--- config.mk ---
export PLATFORM = sky130hd
export DESIGN_NAME = distortion_xfade_engine
export DESIGN_NICKNAME = d
export VERILOG_FILES = /design/src/rtl/dist_pkg.sv /design/src/rtl/dist_shaper.sv /design/src/rtl/distortion_xfade_engine.sv
export SDC_FILE = /design/constraint.sdc
export NUM_CORES = 1
export LEC_CHECK = 0
export ABC_AREA = 1
export CORE_ASPECT_RATIO = 1.2
export CORE_MARGIN = 2
export CORE_UTILIZATION = 50
export DETAILED_ROUTE_END_ITERATION = 16
export PLACE_DENSITY = 0.81
export SKIP_LAST_GASP = 1
export SLEW_MARGIN = 20
export SYNTH_ARGS = -nofsm -noshare
export SYNTH_HDL_FRONTEND = slang
export SYNTH_SLANG_ARGS = --single-unit
--- constraint.sdc ---
create_clock -name clk -period 2.2 [get_ports clk]
set_input_delay 0.22 -clock clk [delete_from_list [all_inputs] [get_ports clk]]
set_output_delay 0.22 -clock clk [all_outputs]
set_load 0.01 [all_outputs]
--- src/rtl/dist_pkg.sv ---
// Shared definitions for the distortion crossfade engine.
// Holds the shaper mode codes, FSM state encoding and default clip level.
// Imported by dist_shaper and distortion_xfade_engine.
package dist_pkg;

  localparam logic [1:0] MODE_BYPASS = 2'd0;
  localparam logic [1:0] MODE_HARD   = 2'd1;
  localparam logic [1:0] MODE_SOFT   = 2'd2;
  localparam logic [1:0] MODE_FUZZ   = 2'd3;

  typedef enum logic {
    ST_IDLE  = 1'b0,
    ST_XFADE = 1'b1
  } state_t;

  localparam int DEFAULT_CLIP_LVL = 8192;

endpackage

--- src/rtl/dist_shaper.sv ---
// Single-channel waveshaper: bypass, hard clip, soft knee or fuzz.
// Latency: purely combinational. Backpressure: none, no state.
// Ports: mode (curve select), x (signed sample in), y (shaped sample out).
module dist_shaper
  import dist_pkg::*;
#(
  parameter int W        = 16,
  parameter int CLIP_LVL = DEFAULT_CLIP_LVL
) (
  input  logic [1:0]          mode,
  input  logic signed [W-1:0] x,
  output logic signed [W-1:0] y
);

  localparam logic signed [W:0] CLIP_P = (W+1)'(CLIP_LVL);
  localparam logic signed [W:0] CLIP_N = -CLIP_P;

  // One extra bit so that |most-negative| is representable.
  logic signed [W:0] xe;
  logic signed [W:0] ax;
  logic signed [W:0] soft_mag;
  logic              neg;

  assign xe       = {x[W-1], x};
  assign neg      = x[W-1];
  assign ax       = neg ? -xe : xe;
  // Only used when ax > CLIP_P, so the difference is positive.
  assign soft_mag = CLIP_P + ((ax - CLIP_P) >>> 2);

  always_comb begin
    y = x;
    case (mode)
      MODE_BYPASS: y = x;
      MODE_HARD: begin
        if (xe > CLIP_P)      y = W'(CLIP_P);
        else if (xe < CLIP_N) y = W'(CLIP_N);
      end
      MODE_SOFT: begin
        if (ax > CLIP_P) y = neg ? W'(-soft_mag) : W'(soft_mag);
      end
      MODE_FUZZ: begin
        if (x == '0) y = '0;
        else         y = neg ? W'(CLIP_N) : W'(CLIP_P);
      end
      default: y = x;
    endcase
  end

endmodule

--- src/rtl/distortion_xfade_engine.sv ---
// N-channel distortion with debounced mode switch and click-free crossfade.
// Latency: out_valid exactly one clk after in_valid. Backpressure: none, accepts in_valid every cycle.
// Ports: clk, reset (async high), mode_async (raw switch), in_valid/in_data -> out_valid/out_data,
//        mode_active (mode fully applied), xfade_busy (ramp in progress).
// Build option: DIST_XFADE_EN enables the crossfade; without it mode changes apply at once.
module distortion_xfade_engine
  import dist_pkg::*;
#(
  parameter int W            = 16,
  parameter int NCH          = 2,
  parameter int RAMP_LOG2    = 6,
  parameter int DEBOUNCE_CYC = 1000000,
  parameter int CLIP_LVL     = DEFAULT_CLIP_LVL
) (
  input  logic             clk,
  input  logic             reset,
  input  logic [1:0]       mode_async,
  input  logic             in_valid,
  input  logic [NCH*W-1:0] in_data,
  output logic             out_valid,
  output logic [NCH*W-1:0] out_data,
  output logic [1:0]       mode_active,
  output logic             xfade_busy
);

  localparam int             CW      = $clog2(DEBOUNCE_CYC + 1);
  localparam logic [CW-1:0]  CNT_MAX = CW'(DEBOUNCE_CYC - 1);

  // Synchroniser and debounce.
  logic [1:0]    sync1, mode_s, cand, mode_deb;
  logic [CW-1:0] cnt;

  always_ff @(posedge clk or posedge reset) begin
    if (reset) begin
      sync1    <= '0;
      mode_s   <= '0;
      cand     <= '0;
      cnt      <= '0;
      mode_deb <= '0;
    end else begin
      sync1  <= mode_async;
      mode_s <= sync1;
      if (mode_s != cand) begin
        cand <= mode_s;
        cnt  <= '0;
      end else if (cnt != CNT_MAX) begin
        cnt <= cnt + 1'b1;
      end
      if (cnt == CNT_MAX) mode_deb <= cand;
    end
  end

  // Shapers for the currently applied mode.
  logic [NCH*W-1:0] shp_old;

  for (genvar c = 0; c < NCH; c++) begin : g_old
    dist_shaper #(.W(W), .CLIP_LVL(CLIP_LVL)) u_old (
      .mode (mode_active),
      .x    (in_data[c*W +: W]),
      .y    (shp_old[c*W +: W])
    );
  end

`ifdef DIST_XFADE_EN
  localparam int PW = W + RAMP_LOG2 + 1;

  state_t                 state;
  logic [1:0]             mode_next;
  logic [RAMP_LOG2-1:0]   k;
  logic [RAMP_LOG2:0]     w_new, w_old;
  logic [NCH*W-1:0]       shp_new, mix;

  assign w_new = {1'b0, k};
  assign w_old = (RAMP_LOG2+1)'(1 << RAMP_LOG2) - w_new;

  for (genvar c = 0; c < NCH; c++) begin : g_new
    logic signed [PW-1:0] o_x, n_x, wo_x, wn_x, acc;

    dist_shaper #(.W(W), .CLIP_LVL(CLIP_LVL)) u_new (
      .mode (mode_next),
      .x    (in_data[c*W +: W]),
      .y    (shp_new[c*W +: W])
    );

    assign o_x  = PW'($signed(shp_old[c*W +: W]));
    assign n_x  = PW'($signed(shp_new[c*W +: W]));
    assign wo_x = PW'(w_old);
    assign wn_x = PW'(w_new);
    // Convex mix: the result always fits back into W bits; >>> floors.
    assign acc  = o_x * wo_x + n_x * wn_x;
    assign mix[c*W +: W] = W'(acc >>> RAMP_LOG2);
  end

  always_ff @(posedge clk or posedge reset) begin
    if (reset) begin
      state       <= ST_IDLE;
      mode_next   <= '0;
      k           <= '0;
      mode_active <= '0;
      xfade_busy  <= 1'b0;
      out_valid   <= 1'b0;
      out_data    <= '0;
    end else begin
      out_valid <= in_valid;
      case (state)
        ST_IDLE: begin
          // A sample arriving in the ramp-start cycle still uses the old mode.
          if (in_valid) out_data <= shp_old;
          if (mode_deb != mode_active) begin
            mode_next  <= mode_deb;
            k          <= '0;
            xfade_busy <= 1'b1;
            state      <= ST_XFADE;
          end
        end
        ST_XFADE: begin
          // Ramp advances per sample; mode_deb is ignored until it completes.
          if (in_valid) begin
            out_data <= mix;
            k        <= k + 1'b1;
            if (&k) begin
              mode_active <= mode_next;
              xfade_busy  <= 1'b0;
              state       <= ST_IDLE;
            end
          end
        end
        default: state <= ST_IDLE;
      endcase
    end
  end
`else
  assign xfade_busy = 1'b0;

  always_ff @(posedge clk or posedge reset) begin
    if (reset) begin
      mode_active <= '0;
      out_valid   <= 1'b0;
      out_data    <= '0;
    end else begin
      out_valid <= in_valid;
      if (in_valid) out_data <= shp_old;
      if (mode_deb != mode_active) mode_active <= mode_deb;
    end
  end
`endif

endmodule
Yosys cells after proc, flatten, opt, wreduce, memory -nomap -nowiden
Cells that the tools add are included.

Bits in registers: 63. Word-level logic and storage cells: 52. Output and inout port bits: 36. Bits of input ports: 37.

Reductions and logical operators: 4. Add/subtract/negate cells: 9. Equal/unequal tests: 7. Order comparisons: 6. Muxes and demuxes: 18.

Operators with widths (count): 2-to-1 mux 16 bit (12); one-hot mux 16 bit (4 select lines) (2); 2-to-1 mux 20 bit (2); greater-than comparator 17 x 15 -> 1 bit (second input constant) (2); 2-to-1 mux 17 bit (2); negation 16 -> 17 bit (2); subtractor 17 x 15 -> 17 bit (second input constant) (2); adder 15 x 15 -> 16 bit (first input constant) (2); greater-than comparator 16 x 15 -> 1 bit (second input constant) (2); zero test 16 bit (2); less-than comparator 16 x 14 -> 1 bit (second input constant) (2); negation 16 bit (2); adder 20 x 1 -> 20 bit (second input constant) (1); == test 20 bit (second input constant) (1); inequality test 20 bit (second input constant) (1); == test 2 bit (second input constant) (2); inequality test 2 bit (2); == test 2 x 1 -> 1 bit (second input constant) (1); zero test 2 bit (1); nonzero test 2 bit (1).

Longest topological paths before layout
Gate-level depths: netlist of the first run.

Depth after elaboration: 8. Mapped depth: 26. Gate-level depth less buffers: 26.

Cells and area by module
A second synthesis of the first run with hierarchy kept.

Cells, all modules: 796. Area, all modules: 5619.1 µm².

Modules (own cells, without submodules): distortion_xfade_engine (times used 1, sequential area each 1576.5 µm², area an instance 2720.1 µm², cells an instance 263); dist_shaper at g_old[1].u_old (times used 1, sequential area each 0.0 µm², area an instance 1511.4 µm², cells an instance 267); dist_shaper at g_old[0].u_old (times used 1, sequential area each 0.0 µm², area an instance 1387.6 µm², cells an instance 266).

Worst setup path after synthesis of the first run
OpenSTA, ideal clock, no wires.

Path kind: input to register. From: input in_data[16]. To: register out_data[31]. Path buffers: 0. Data required time: 2.083 ns. Data arrival time: 2.249 ns. Setup slack: -0.166 ns. Stages: 24. Cell sequence: inv_1 ha_1 nand3_1 nor2_2 nand2_2 nand2_2 nand3_1 nand2_1 inv_1 ha_1 inv_1 nand2_1 and2_2 ha_1 nand2_1 inv_1 nand3_1 nor2_1 nand3_1 nand3_1 nand3_1 nand2_1 nand2_1 nand2_1.

Cells in the longest elaborated chain, start to end: 8. Elaborated cells on any way between the ends: 15. Classes of those cells: add/sub (4); order compare (3); mux (7); reduce/logical (1).

RTL lines: start, declared (line distortion_xfade_engine.sv:19) `input logic [NCH*W-1:0] in_data,`; negation 16 -> 17 bit (line dist_shaper.sv:26) `assign ax = neg ? -xe : xe;`; 2-to-1 mux 17 bit (line dist_shaper.sv:26); subtractor 17 x 15 -> 17 bit (line dist_shaper.sv:28) `assign soft_mag = CLIP_P + ((ax - CLIP_P) >>> 2);`; adder 15 x 15 -> 16 bit (line dist_shaper.sv:28); negation 16 bit (line dist_shaper.sv:39) `if (ax > CLIP_P) y = neg ? W'(-soft_mag) : W'(soft_mag);`; 2-to-1 mux 16 bit (2 in series) (line dist_shaper.sv:39); one-hot mux 16 bit (4 select lines) (*) (line dist_shaper.sv:32) `case (mode)`; end signal, assigned (line distortion_xfade_engine.sv:142) `if (in_valid) out_data <= shp_old;`; end, declared (line distortion_xfade_engine.sv:21) `output logic [NCH*W-1:0] out_data,`.

Every way passes the cells marked *; elsewhere a longest branch is shown, timed or not. A chain may end at the register's enable or synchronous reset.

Final worst setup path of the first run
From: input in_data[14]. To: register out_data[15].

The elaborated chain is that of the path after synthesis.

==> flow_summary.yaml, run 1 <==
outcome:
  status: "completed"
worst_setup_path:
  end_kind: "flop"
  worstPathCellList: "clkdlybuf4s50_1 -> inv_1 -> nand2_1 -> inv_1 -> nand2_1 -> nor2_4 -> inv_1 -> nand3_2 -> buf_4 -> nor2_2 -> nand3_4 -> nand2_4 -> buf_12 -> o21bai_1 -> nand2_1 -> nand3_1 -> nand2_1 -> nand2_1 -> nand2_1"
  path_common_cell: "nand2_1"
  startpoint_type: "input pin"
  crit_type: "in -> reg"
  r2r_cells: 9
  max_stage_delay_ps: 550
  r2r_slack_ps: 30
  path_buf_inv: 6
  slowest_stage: "clkdlybuf4s50_1"
  cp.arrival_ps: 2470
  r2r-end: "out_data[6]"
  cpLargestDelayFamily: "simple AND/OR/NAND/NOR gates"
  reg2reg_from: "mode_active[1]"
  critPathRequiredTime_ps: 2480
  critPathMaxFanout: 5
clocking:
  htreeDepth: 3
  cts_buffers: 9
  holdBufCountCts: 0
  clkSinkCount: 63
  clk_latency_ps: 340
  clk_pin_slew_worst_paths_ps: 60
  cts-root-buf: "clkbuf_16"
  clock_path_buffers: 2
  cts_tree: "yes"
floorplan:
  start_util: 0.517
  core_area_um2: 10600
  ioPinCount: 73
  die_w_um: 99.6
  die-height_um: 119
  die_area_um2: 11800
  rows: 41
logic_synthesis:
  synth-seq-cells: 63
  synth_nets: 897
  synthArstFlopShare: 1.00
  avgSynthCellArea_um2: 6.48
  yosysMostFrequentCell: "nand2_1"
  synthDominantAreaCellType: "dfrtp_1"
  synth-main-ff-cell: "dfrtp_1"
  synth.top_cells.by_count: "nand2_1, nor2_1, inv_1"
  synthTopCellsByArea: "dfrtp_1, nand2_1, a21oi_1"
  synth-edff-count: 0
  yosys_warnings: 0
  yosysSeqAreaShare: 0.287
  syn_inst: 846
  ys_types: 45
  synth_area_um2: 5490
  synth_top_area_share: 0.287
detailed_routing:
  drtIter0Drc: 665
  vias_per_cell: 5.80
  vias: 7193
  drc: 0
  wl_mm: 21.8
  wire_per_inst_um: 17.6
  ant_nets: 0
  firstDrtPassIters: 6
sta:
  maxSlewViolCount: 0
  fin_crit_ps: 2190
  fmax_ghz: 0.457
  setup_viol: 0
  fin_skew_ps: 7.34
  fin_crit_sh: 0.995
  hold_ws_ps: 242
  relSlewSlack: 0.645
  worst_pin_slew_ps: 532
  setup_ws_ps: 10.2
  rsz0062_at_grt: "yes"
  hold_viol_final: 0
global_routing:
  grt_max_degree: 29
  grtUsageTotal: 0.334
  antenna_found_initial: 0
  grt_pass1_wl_mm: 31.8
  first_global_vias: 6921
  grt-ovfl-total: 0
place:
  numPortBuffers: 71
  place_area_um2: 7580
  dp_hpwl_mm: 13.3
  post-place-ws_ps: -809
  globalplace.congestion: 0.954
finish:
  drive_gt1_frac: 0.378
  final_cell_area_um2: 8530
  fin_nets: 1159
  synthToLayoutAreaGrowth_pct: 55.5
  num_antenna_cells: 0
run:
  max-cap-violations: 0
min_path:
  min_path_cells: 3
  worstHoldStart: "in_data[17]"
  hp-class: "in -> reg"
  min_to: "out_data[17]"
pwr:
  pwr_density_cell_nw_per_um2: 494
  leakage_uw: 0.00417
  peakVddDrop_mv: 0.361
  power.total_uw: 4210
[cell families (layout without fill, tap and decap cells)]
logic type               after synthesis  in the layout  share of synthesized area
AO/OA/AOI/OAI                        156            156                      0.160
XOR/XNOR                              22             22                     0.0379
adder cells (fa/ha/maj)               14             14                     0.0319
buffers and inverters                133            398                      0.102
flip-flops                            63             63                      0.287
other                                  1              1                   0.000684
AND/OR/NAND/NOR                      457            458                      0.380
[worst reg2reg max path, delay by kind of cell, from the launching register on]
family                 cells  cell delay (ps)
AOI/OAI and AO/OA          2              370
buffers and inverters      3              560
DFF                        1              450
and+or+nand+nor            4              650
[placed cells by master, fill, tap and decap left out, types with 5 or more instances in the layout]
cell and count:
nand4_1 5, dfrtp_1 63, buf_6 13, o211ai_1 15
nand3_2 14, nor3_1 10, inv_1 75, buf_12 5
nor2_1 83, ha_1 8, o21ai_0 24, a21oi_1 87
inv_2 21, nand3_1 56, xor2_1 14, xnor2_1 5
nand2_2 44, nand2_1 171, clkdlybuf4s50_1 41, buf_4 192
nand2_4 11, nor2_2 24, clkbuf_16 9, clkbuf_2 24
o21ai_1 14, nor2_4 24
[timing repair]
action,in CTS,in global routing
buffers inserted,21,16
pin swaps,39,71
gates cloned,1,1
gates resized for setup,82,141
setup endpoints to repair,32,37
[layout make-up]
type | instances | area (um2)
Clock inverter | 5 | 82.6
Multi-Input combinational cell | 651 | 3770
Sequential cell | 63 | 1580
Clock buffer | 10 | 239
Tap cell | 129 | 161
Timing Repair Buffer | 280 | 2270
Inverter | 103 | 423
Fill cell | 646 | 2090
[registers in the layout (all words and copies together) (netlist names)]
register     cells
cand             2
mode_s           2
mode_deb         2
cnt             20
out_data        32
out_valid        1
mode_active      2
sync1            2
[how the worst max path moves through the flow]
stage / from / end / cells after the start
after global placement: in_data[16] / out_data[31] / 27
after CTS: in_data[17] / out_data[31] / 28
after detailed placement: in_data[16] / out_data[31] / 27
after global routing: in_data[26] / out_data[31] / 23
after floorplan: in_data[17] / out_data[31] / 26
final: in_data[14] / out_data[15] / 19
[power by group]
| group | switching [uW] | internal (uW) | leakage (uW) |
|---|---|---|---|
| sequential | 39.2 | 1220 | 0.000781 |
| clock | 575 | 1020 | 0.000159 |
| combinational | 732 | 626 | 0.00323 |
| total | 1350 | 2870 | 0.00417 |
[stage by stage]
stage               setup TNS (ps)  std cells  utilization
floorplan                        0        846            -
global placement            -13830       1188        0.714
detailed placement          -15360       1188        0.714
CTS                          -16.6       1225        0.774
global route                 -1050       1241        0.803
finish                           0       1241        0.803
[metal layers]
| metal | GRT usage | part of all wire | vias up |
|---|---|---|---|
| met2 | 0.576 | 0.49 | 460 |
| met1 | 0.375 | 0.35 | 3293 |
| li1 | - | - | 3267 |
| met3 | 0.0656 | 0.081 | 173 |
| met5 | 0 | 0 | - |
| met4 | 0.199 | 0.078 | 0 |
No activity file was read; power rests on OpenSTA's default activity.
==> inputs of run 2 (changes only) <==
--- a/config.mk
+++ b/config.mk
@@ -5,7 +5,6 @@
 export SDC_FILE = /design/constraint.sdc
 export NUM_CORES = 1
 export LEC_CHECK = 0
-export ABC_AREA = 1
 export CORE_ASPECT_RATIO = 1.2
 export CORE_MARGIN = 2
 export CORE_UTILIZATION = 50
==> run 2 against run 1 <==
Net effect:
- the flow now finishes with violations (negative setup slack)
- cell area decreased by 6.7%
- non-clock buffer count shrank 26
- core utilization rose by 2.4 points
- fmax decreased by 25%
- wire length is 7.0% lower
- clock skew fell by 3.0 ps
- final cell count shrank 24%
- via count decreased by 15%
- global-route usage grew 1.0 points
- clock power is 6% lower
==> flow_summary.yaml, run 2 <==
outcome:
  status: "complete, but fails checks"
  violations: "negative setup slack"
finish:
  utilization: 0.827
  reg.largest.list: "out_data (32), cnt (20)"
  num_antenna_cells: 0
  fin_nets: 872
  top_register: "out_data"
  fillers: 509
  synthToLayoutAreaGrowth_pct: 60.0
  largest_reg_flops: 32
  final_common_cell: "buf_4"
  final_cell_area_um2: 7950
  drive_gt1_frac: 0.404
  final_cell_mix: "buf_4, nor2_1, dfrtp_1"
sta:
  fin_crit_ps: 2920
  rsz0062_at_grt: "yes"
  setup_viol: 33
  fin_skew_ps: 4.39
  fmax_ghz: 0.342
  worst_pin_slew_ps: 673
  setup_ws_ps: -720
  maxSlewViolCount: 0
  hold_viol_final: 0
  relSlewSlack: 0.550
  fin_crit_sh: 1.33
  hold_ws_ps: 235
floorplan:
  die-height_um: 113
  rows: 39
  start_util: 0.517
  core_area_um2: 9610
  die_w_um: 95
  die_area_um2: 10800
  ioPinCount: 73
worst_setup_path:
  r2r-end: "cnt[16]"
  critPathRequiredTime_ps: 2420
  cpLargestDelayFamily: "simple AND/OR/NAND/NOR gates"
  slowest_stage: "or4_4"
  max_stage_delay_ps: 530
  startpoint_type: "input pin"
  cp.arrival_ps: 3140
  reg2reg_from: "cnt[0]"
  r2r_slack_ps: -10
  path_buf_inv: 3
  worstPathCellList: "buf_6 -> or4_4 -> or4_4 -> o21ai_4 -> xor2_2 -> ha_2 -> inv_2 -> xnor2_2 -> inv_2 -> ha_4 -> xnor2_2 -> o21ai_1 -> o221ai_1 -> a31oi_1 -> a211o_1"
  crit_cells: 15
  end_kind: "flop"
  critPathMaxFanout: 2
  crit_type: "in -> reg"
  r2r_cells: 9
global_routing:
  grtUsageTotal: 0.344
  grt_max_degree: 64
  grt_pass1_wl_mm: 29.0
  first_global_vias: 6054
  antenna_found_initial: 0
  grt-ovfl-total: 0
logic_synthesis:
  yosys_warnings: 0
  avgSynthCellArea_um2: 8.23
  synthTopCellsByArea: "dfrtp_1, nor2_1, xor2_1"
  synth_nets: 655
  syn_inst: 604
  muxShareOfSynthArea: 0.0249
  synth-seq-cells: 63
  synth-compound-area-share: 0.229
  yosysSeqAreaShare: 0.317
  synthSimpleGateAreaFrac: 0.229
  synth_fa_ha_area_frac: 0.0353
  synth_top_area_share: 0.317
  synth-edff-count: 0
  yosysMostFrequentCell: "nor2_1"
  synth_xor_area_frac: 0.107
  synth-main-ff-cell: "dfrtp_1"
  synth_area_um2: 4970
  ys_types: 77
  synth.top_cells.by_count: "nor2_1, dfrtp_1, nand2_1"
  synthDominantAreaCellType: "dfrtp_1"
  synthArstFlopShare: 1.00
  synth_top_family_by_area: "compound AO/OA/AOI/OAI gates"
detailed_routing:
  wl_mm: 20.3
  wire_per_inst_um: 21.4
  vias_per_cell: 6.45
  drtIter0Drc: 817
  drc: 0
  firstDrtPassIters: 6
  ant_nets: 0
  vias: 6123
place:
  dp_hpwl_mm: 11.9
  place_area_um2: 6960
  globalplace.congestion: 0.948
  numPortBuffers: 71
pwr:
  peakVddDrop_mv: 0.443
  pwr_density_cell_nw_per_um2: 502
  leakage_uw: 0.00341
clocking:
  clk_latency_ps: 340
  holdBufCountCts: 0
  cts-root-buf: "clkbuf_16"
  clkSinkCount: 63
  clk_pin_slew_worst_paths_ps: 60
  cts_buffers: 9
  clock_path_buffers: 2
  htreeDepth: 3
  cts_tree: "yes"
min_path:
  min_to: "out_data[26]"
  worstHoldStart: "in_data[26]"
  min_path_cells: 3
  hp-class: "in -> reg"
run:
  max-cap-violations: 0
[run 2: what timing repair did]
item | CTS | global route
setup buffers | 25 | 12
gates resized for setup | 158 | 63
pin swaps | 70 | 58
cloned | 1 | 0
setup endpoints to repair | 32 | 45
[run 2: worst reg2reg max path: stages, from the launching register on]
cell and delay [ps]:
dfrtp_1 400, ha_1 280, nand4_1 200, nor4_2 240, nand4_1 250, nand3_2 170, nor2_1 120, nand2_1 110
xor2_1 230, nor2_1 80
[run 2: worst max path at each step]
stage	endpoint	slack, ps	start
2_1_floorplan	out_data[14]	-1160	in_data[5]
3_3_place_gp	out_data[14]	-1390	in_data[12]
3_5_place_dp	out_data[14]	-1470	in_data[12]
4_1_cts	out_data[14]	-770	in_data[11]
5_1_grt	out_data[14]	-840	in_data[5]
6_report	out_data[14]	-720	in_data[5]
[run 2: layout make-up]
class | instances | area, um2 | area share
Clock buffer | 10 | 239 | 0.0301
Clock inverter | 6 | 68.8 | 0.00865
Inverter | 19 | 78.8 | 0.00991
Multi-Input combinational cell | 474 | 3700 | 0.465
Sequential cell | 63 | 1580 | 0.198
Tap cell | 123 | 154 | 0.0194
Timing Repair Buffer | 254 | 2130 | 0.268
[run 2: power by group]
part / switching [uW] / total (uW) / internal, uW / leakage [uW]
registers: 44.5 / 1270 / 1220 / 0.000788
logic: 614 / 1230 / 618 / 0.00247
clock network: 582 / 1500 / 914 / 0.000149
total: 1240 / 3990 / 2750 / 0.00341
[run 2: through the flow]
step | cells | worst slack [ps] | TNS, ps | total power, uW
after CTS | 941 | -771 | -13750 | 3850
after global routing | 949 | -837 | -18560 | 4140
after global placement | 905 | -1390 | -37630 | 2260
after detailed placement | 905 | -1470 | -40680 | 2290
final | 949 | -720 | -16040 | 3990
after floorplan | 604 | -1160 | -21630 | 1790
[run 2: logic make-up after synthesis]
| logic type | count (synthesis) |
|---|---|
| DFF | 63 |
| buffers and inverters | 67 |
| xor gates and xnor gates | 60 |
| and+or+nand+nor | 235 |
| muxes | 12 |
| AOI/OAI and AO/OA | 152 |
| adders and majority gates | 14 |
| other | 1 |
[run 2: per-layer routing]
layer,vias to the layer above,part of all wire,GRT usage
met5,-,0,0
met4,0,0.074,0.204
met3,154,0.088,0.0739
met2,460,0.49,0.601
met1,2885,0.35,0.376
li1,2624,-,-
